===== config.mk =====
export PLATFORM = sky130hd
export DESIGN_NAME = rand_draw_arbiter
export DESIGN_NICKNAME = d
export VERILOG_FILES = /design/src/rtl/rand_draw_arbiter.sv
export SDC_FILE = /design/constraint.sdc
export NUM_CORES = 1
export LEC_CHECK = 0
export BUFFER_PORTS_ARGS = -buffer_cell sky130_fd_sc_hd__buf_2
export CAP_MARGIN = 5
export CORE_MARGIN = 10
export CORE_UTILIZATION = 35
export CTS_CLUSTER_DIAMETER = 200
export DETAILED_ROUTE_END_ITERATION = 12
export HOLD_SLACK_MARGIN = 0.03
export SLEW_MARGIN = 5
export SYNTH_ARGS = -nofsm -noshare
export SYNTH_HDL_FRONTEND = slang
export SYNTH_SLANG_ARGS = --single-unit
export TNS_END_PERCENT = 10

===== constraint.sdc =====
create_clock -name qzt_clk -period 9.2 [get_ports qzt_clk]
set_input_delay 0.46 -clock qzt_clk [delete_from_list [all_inputs] [get_ports qzt_clk]]
set_output_delay 0.46 -clock qzt_clk [all_outputs]
set_load 0.03 [all_outputs]

===== src/rtl/rand_draw_arbiter.sv =====
// Round-robin arbiter handing out unbiased digits 0..m-1 (Lemire multiply-shift with rejection) from a shared 10-bit random word.
// Latency: grant at edge T, first sample at T+1, ack pulse in the following cycle, next arbitration at T+3.
// Backpressure: one draw in flight; other requesters hold req until acked. Optional stats: RAND_DRAW_STATS_EN.
module rand_draw_arbiter #(
   parameter int N_REQ   = 4,
   parameter int MAX_TRY = 15
) (
   input  logic               qzt_clk,
   input  logic               reset_n,
   input  logic [9:0]         rand_in,
   input  logic [N_REQ-1:0]   req,
   input  logic [4*N_REQ-1:0] mod_in,
   output logic [N_REQ-1:0]   ack,
   output logic [3:0]         rand_out,
   output logic               err,
   output logic               busy
`ifdef RAND_DRAW_STATS_EN
   ,
   output logic [15:0]        rej_cnt,
   output logic [7:0]         forced_cnt
`endif
);

   localparam int ID_W  = (N_REQ > 1) ? $clog2(N_REQ) : 1;
   localparam int SW    = ID_W + 1;
   localparam int TRY_W = ($clog2(MAX_TRY + 1) > 0) ? $clog2(MAX_TRY + 1) : 1;

   typedef enum logic [1:0] {IDLE, DRAW, DONE} state_t;

   state_t            state, state_nxt;
   logic [ID_W-1:0]   rr_ptr;
   logic [ID_W-1:0]   gnt_id;
   logic [ID_W-1:0]   pick_id;
   logic              pick_vld;
   logic [3:0]        pick_m;
   logic              pick_legal;
   logic [3:0]        m_q;
   logic [TRY_W-1:0]  try_cnt;
   logic [3:0]        mods [N_REQ];
   logic [13:0]       prod;
   logic [3:0]        cand;
   logic [9:0]        low;
   logic [9:0]        thr;
   logic              accept;
   logic              forced;

   // 1024 mod m: low products below this fall in the biased tail and are rejected
   function automatic logic [9:0] thr_of(input logic [3:0] m);
      case (m)
         4'd3:                thr_of = 10'd1;
         4'd5, 4'd6, 4'd10:   thr_of = 10'd4;
         4'd7:                thr_of = 10'd2;
         4'd9:                thr_of = 10'd7;
         default:             thr_of = 10'd0;
      endcase
   endfunction

   // (base + off) wrapped into 0..N_REQ-1, off is always below N_REQ
   function automatic logic [ID_W-1:0] rr_idx(input logic [ID_W-1:0] base, input int off);
      logic [ID_W:0] s;
      s = {1'b0, base} + SW'(off);
      if (s >= SW'(N_REQ)) s = s - SW'(N_REQ);
      return s[ID_W-1:0];
   endfunction

   for (genvar i = 0; i < N_REQ; i++) begin : g_mod
      assign mods[i] = mod_in[4*i +: 4];
   end

   // first requester at or after rr_ptr; scanning downwards so the nearest one wins
   always_comb begin
      pick_vld = 1'b0;
      pick_id  = '0;
      for (int k = N_REQ - 1; k >= 0; k--) begin
         if (req[rr_idx(rr_ptr, k)]) begin
            pick_vld = 1'b1;
            pick_id  = rr_idx(rr_ptr, k);
         end
      end
   end

   assign pick_m     = mods[pick_id];
   assign pick_legal = (pick_m >= 4'd2) && (pick_m <= 4'd10);

   // Lemire sample: high nibble is the candidate digit, low bits decide acceptance
   assign prod   = {4'b0, rand_in} * {10'b0, m_q};
   assign cand   = prod[13:10];
   assign low    = prod[9:0];
   assign thr    = thr_of(m_q);
   assign accept = (low >= thr);
   assign forced = !accept && (try_cnt == TRY_W'(MAX_TRY));

   assign busy = (state != IDLE);

   // state register
   always_ff @(posedge qzt_clk or negedge reset_n) begin
      if (!reset_n) state <= IDLE;
      else          state <= state_nxt;
   end

   // next state: illegal moduli skip straight to the ack cycle
   always_comb begin
      state_nxt = state;
      case (state)
         IDLE: if (pick_vld) state_nxt = pick_legal ? DRAW : DONE;
         DRAW: if (accept || forced) state_nxt = DONE;
         DONE: state_nxt = IDLE;
         default: state_nxt = IDLE;
      endcase
   end

   // grant latch, retry counter, result registers and the ack pulse
   always_ff @(posedge qzt_clk or negedge reset_n) begin
      if (!reset_n) begin
         rr_ptr   <= '0;
         gnt_id   <= '0;
         m_q      <= '0;
         try_cnt  <= '0;
         ack      <= '0;
         rand_out <= '0;
         err      <= 1'b0;
      end else begin
         case (state)
            IDLE: begin
               ack <= '0;
               if (pick_vld) begin
                  gnt_id  <= pick_id;
                  m_q     <= pick_m;
                  try_cnt <= '0;
                  if (!pick_legal) begin
                     rand_out <= '0;
                     err      <= 1'b1;
                     ack      <= N_REQ'(1) << pick_id;
                  end
               end
            end
            DRAW: begin
               if (accept || forced) begin
                  rand_out <= cand;
                  err      <= forced;
                  ack      <= N_REQ'(1) << gnt_id;
               end else begin
                  try_cnt <= try_cnt + TRY_W'(1);
               end
            end
            DONE: begin
               ack    <= '0;
               rr_ptr <= rr_idx(gnt_id, 1);
            end
            default: ack <= '0;
         endcase
      end
   end

`ifdef RAND_DRAW_STATS_EN
   // saturating counts of rejected samples and of forced deliveries
   always_ff @(posedge qzt_clk or negedge reset_n) begin
      if (!reset_n) begin
         rej_cnt    <= '0;
         forced_cnt <= '0;
      end else if (state == DRAW && !accept) begin
         if (rej_cnt != '1)              rej_cnt    <= rej_cnt + 16'd1;
         if (forced && forced_cnt != '1) forced_cnt <= forced_cnt + 8'd1;
      end
   end
`endif

endmodule


Word level (Yosys, flattened, before mapping):

Index checks and enable logic that the tools add are counted.

* word-level logic and storage cells: 104
* memories kept: 0
* memory bits (read-only): 0
* register bits after elaboration: 23
* bits in latches: 0
* RAM bits: 0

* bitwise logic cells: 1
* $add $sub $neg: 10
* $mul: 1
* mux-type cells: 44
* div/mod/pow operators: 0
* order comparisons: 13
* shift operators: 2
* equal/unequal tests: 13
* reductions and logical operators: 12

Operators by type and width (number)
* $mux 4: 10
* $mux 2: 12
* $pmux 4 s2: 3
* $ge 3x3->1 const B: 5
* $mul 10x4->14: 1
* $eq 4x3->1 const B: 3
* $eq 4x4->1 const B: 3
* $lt 2x3->1 const B: 4
* $pmux 3 s4: 1
* $mux 1: 11
* $ge 10x10->1: 1
* $sub 2x1->2 const B: 5
* $bmux 1 s2: 4
* $bmux 4 s2: 1
* $ne 2x2->1 const B: 4
* $shl 1x2->4 const A: 2
* $add 2x1->3 const B: 2
* $add 2x2->3 const B: 2
* $add 4x1->4 const B: 1
* $eq 4x2->1 const B: 1
* $ge 4x2->1 const B: 1
* $le 4x4->1 const B: 1
* $pmux 2 s2: 1
* $reduce_and 2->1: 2
* other kinds (13): 15

Longest topological paths before layout:

* depth in word-level cells: 18
* depth in mapped cells: 16
* gate-level depth less buffers: 13

Worst setup path after synthesis:

OpenSTA, ideal clock, no wires.

* kind: reg-to-reg
* from: reg m_q[3]
* to: reg try_cnt[3]
* arrival time: 4359 ps
* period minus slack after synthesis: 4437 ps
* cell stages (with the launch flop): 16
* library setup time: 78 ps
* path slack: 4763 ps
* path through: dfrtp_1 clkbuf_1 nand2_1 fa_1 inv_1 fa_1 fa_1 a21oi_1 o22ai_1 o32ai_1 or4b_1 buf_2 or2_1 buf_6 or4_1 a21oi_1

* longest elaborated chain between the ends: 9
* elaborated cells between the ends (all ways): 15
* classes of those cells: 1 x mul; 1 x order compare; 7 x eq/ne; 1 x mux; 5 x reduce/logical

Ends and longest elaborated chain
* start, declared: line 37 `logic [3:0] m_q;`
* start signal, assigned: line 128 `m_q <= pick_m;`
* parallel branches: the longest is 3 deep, another holds $mul 10x4->14
* $ge 10x10->1 (*): line 90 `assign accept = (low >= thr);`
* $logic_not 1->1: line 91 `assign forced = !accept && (try_cnt == TRY_W'(MAX_TRY));`
* $logic_and 1x1->1: line 91
* $logic_or 1x1->1 (*): line 138 `if (accept || forced) begin`
* $ne 2x2->1 (no source line) (*)
* $reduce_and 3->1 (no source line) (*)
* end signal, assigned: line 143 `try_cnt <= try_cnt + TRY_W'(1);`
* end, declared: line 38 `logic [TRY_W-1:0] try_cnt;`

Mark *: on every way between the ends.
A chain may end at the register's enable or synchronous reset.

Final worst setup path:

* from: reg m_q[2]
* to: reg try_cnt[3]

The elaborated chain is that of the path after synthesis.

==> results.toml <==
[outcome]
status = "completed"

[layout]
nFillCells = 800
fin_nets = 440
stdcell_count = 467
n_antenna_cell = 0
syn2layout_area_growth_pct = 12.5
drive_above_1_share_pct = 14.8

[clock_tree]
cts_inserted_buffers = 3
cts_setup_buffers = 0
root_buffer = "clkbuf_8"
cts_resized = 0
cts_tree = "yes"
cts_sinks = 23
cts-hold-fix-buffers = 0
clk_latency_ns = 0.27
htreeDepth = 1
clk_pin_slew_ns = 0.09
clock_path_buffers = 2

[worst_setup_path]
crit_required_ns = 9.39
startpoint_type = "flip-flop"
critPathMaxFanout = 15
endpoint_kind = "flip-flop"
cp_slowest_stage_delay_ns = 0.64
path_cells = "nand2_1 -> fa_1 -> inv_1 -> fa_1 -> fa_1 -> a21oi_1 -> o22ai_1 -> o32ai_1 -> or4b_1 -> or2_1 -> or4_1 -> a21oi_1"
critPathArrivalTime_ns = 4.86
slowest_stage = "dfrtp_1"
path_class = "reg -> reg"
cpMostUsedCell = "fa_1"
crit_buf_inv = 1
critPathTopFamily = "simple AND/OR/NAND/NOR gates"

[pwr]
p_clk_share_pct = 5.5
p_seq_share_pct = 17.3
switchingPower_w = 0.000635
swShare_pct = 54.7
vdd_ir_drop_max_v = 0.000113
combPwrFrac_pct = 77.2
powerDensity_nw_per_um2 = 379
leakage_nw = 1.51
intPower_w = 0.000526

[sta]
maxSlewHeadroom_pct = 38.9
hold_viol = 0
tightest_slew_ns = 0.910
finClkSkew_ns = 0.0111
setup_viol_count_final = 0
slew_viol_final = 0
period_share_pct = 50.7
min_period_ns = 4.67
fin_tns_setup_ns = 0
max_freq_mhz = 214
setup_ws_ns = 4.53
rsz0062_at_grt = "false"

[logic_synthesis]
synth_flop_cell = "dfrtp_1"
yosysUniqueCellTypes = 57
ys_warn_count = 0
yosysTopAreaCellShare_pct = 21.1
synth_edf_count = 0
syn-cell-area_um2 = 2730
avgSynthCellArea_um2 = 8.32
ys_seq_elements = 23
ys_seq_area_share_pct = 21.1
synthTopCellsByArea = "dfrtp_1 21%, ha_1 12%, fa_1 12%"
synthArstFlopShare_pct = 100
synth_top_area_cell = "dfrtp_1"
syn-num-nets = 402
syn-instance-count = 328

[global_route]
antenna_found_initial = 0
grt_pass1_wl_um = 11100
grt_pass1_vias = 2414
gr-total-overflow = 0
grt_max_degree = 24
grt.total_usage_pct = 11.2

[detailed_routing]
firstDrtPassIters = 4
avgViaCountPerCell = 5.16
drc = 0
wirelength_um = 6510
wire_per_inst_um = 13.9
vias = 2409
first_iter_violations = 90
drtAntennaViolNets = 0

[floorplanning]
core_area_um2 = 7650
dieHeight_um = 108
die_area_um2 = 11700
rows = 32
io_pins = 42
die_w_um = 108
start_util_pct = 35.7

[place]
pre_cts_ws_ns = 4.52
place_congestion = 0.806
portBuffers = 41
dp_cells = 463
hpwl_um = 5360

[hold_path]
hold_path_class = "in -> async"

[run]
maxCapViolations = 0
state kept, by name (all words and copies together) (netlist names):
name,flops
rr_ptr,2
gnt_id,2
state,2
rand_out,4
ack,4
err,1
try_cnt,4
m_q,4
layout make-up:
type	instances	area [µm²]	share of cell area, %
multi-input combinational	262	1980	64.6
timing repair buffer	41	205	6.69
sequential	23	576	18.8
clock inverter	1	5.00	0.163
clock buffer	3	41.3	1.35
inverter	35	131	4.28
tap	102	128	4.16
Yosys cell counts, types with 5 or more instances:
cell type,number
o21bai_1,5
nor2_1,14
clkbuf_1,6
dfrtp_1,23
nand2_1,42
inv_1,35
ha_1,26
a21oi_1,11
fa_1,16
and2_1,23
nand3_1,20
o21ai_0,19
layout by cell type, fill, tap and decap left out, drive strengths merged, types with 3 or more instances in the layout:
cell,synthesis,final
a211oi,3,3
a21oi,12,12
a221oi,4,4
and2,23,23
buf,2,41
clkbuf,6,3
dfrtp,23,23
fa,16,16
ha,26,26
inv,35,35
mux2i,3,3
nand2,42,42
nand2b,3,3
nand3,20,20
nor2,14,14
nor2b,4,4
nor3,4,4
nor4,3,3
o211ai,4,4
o21a,4,4
o21ai,19,19
o21bai,5,5
o31ai,4,4
or2,3,3
or3,3,3
xnor2,3,3
xor2,4,4
final timing paths:
check                           startpoint          to  slack (ns)  cells past startpoint
worst max register to register      m_q[2]  try_cnt[3]        4.53                     12
max in group asynchronous          reset_n      m_q[1]        8.68                      1
worst min register to register  try_cnt[0]  try_cnt[0]        0.53                      1
worst min-delay path               reset_n      ack[2]        0.15                      1
min in group qzt_clk            try_cnt[0]  try_cnt[0]        0.53                      1
worst max-delay path                m_q[2]  try_cnt[3]        4.53                     12
kinds of logic (layout without fill, tap and decap cells):
logic type               count (synthesis)  after routing  share of synthesized area (%)
AO/OA/AOI/OAI                           81             81                           21.4
XOR/XNOR                                 7              7                           2.25
adder cells (fa/ha/maj)                 42             42                           23.7
buffers and inverters                   43             80                           6.24
flip-flops                              23             23                           21.1
multiplexers                             4              4                           1.51
AND/OR/NAND/NOR                        128            128                           23.9
layer usage:
| metal | track usage, % | routed length, µm |
|---|---|---|
| met3 | 1.96 | 260 |
| met2 | 18.0 | 3020 |
| met4 | 2.73 | 41 |
| met5 | 0 | 0 |
| met1 | 15.3 | 3190 |
power by group through the flow:
stage	Clock (W)	Combinational [W]	Sequential, W
floorplan	0	0.000703	0.000201
global placement	0	0.000890	0.000203
detailed placement	0	0.000904	0.000204
CTS	0.0000648	0.000909	0.000202
global route	0.0000697	0.00102	0.000211
finish	0.0000635	0.000896	0.000202
per-stage QoR:
stage               util [%]  hold slack, ns  area (µm²)  power (W)
floorplan                  -           0.164        2730   0.000905
global placement        39.5           0.472        3020    0.00109
detailed placement      39.5           0.478        3020    0.00111
CTS                     40.1           0.180        3070    0.00118
global route            40.1           0.200        3070    0.00131
finish                  40.1           0.154        3070    0.00116
worst reg2reg max path, delay by kind of cell, from the launching register on:
kind | cells | cell delay (ns)
AOI/OAI and AO/OA | 4 | 0.77
adders and majority gates | 3 | 1.55
buffers and inverters | 1 | 0.05
DFF | 1 | 0.64
and+or+nand+nor | 4 | 1.59
Power figures use the tool's default switching activity.
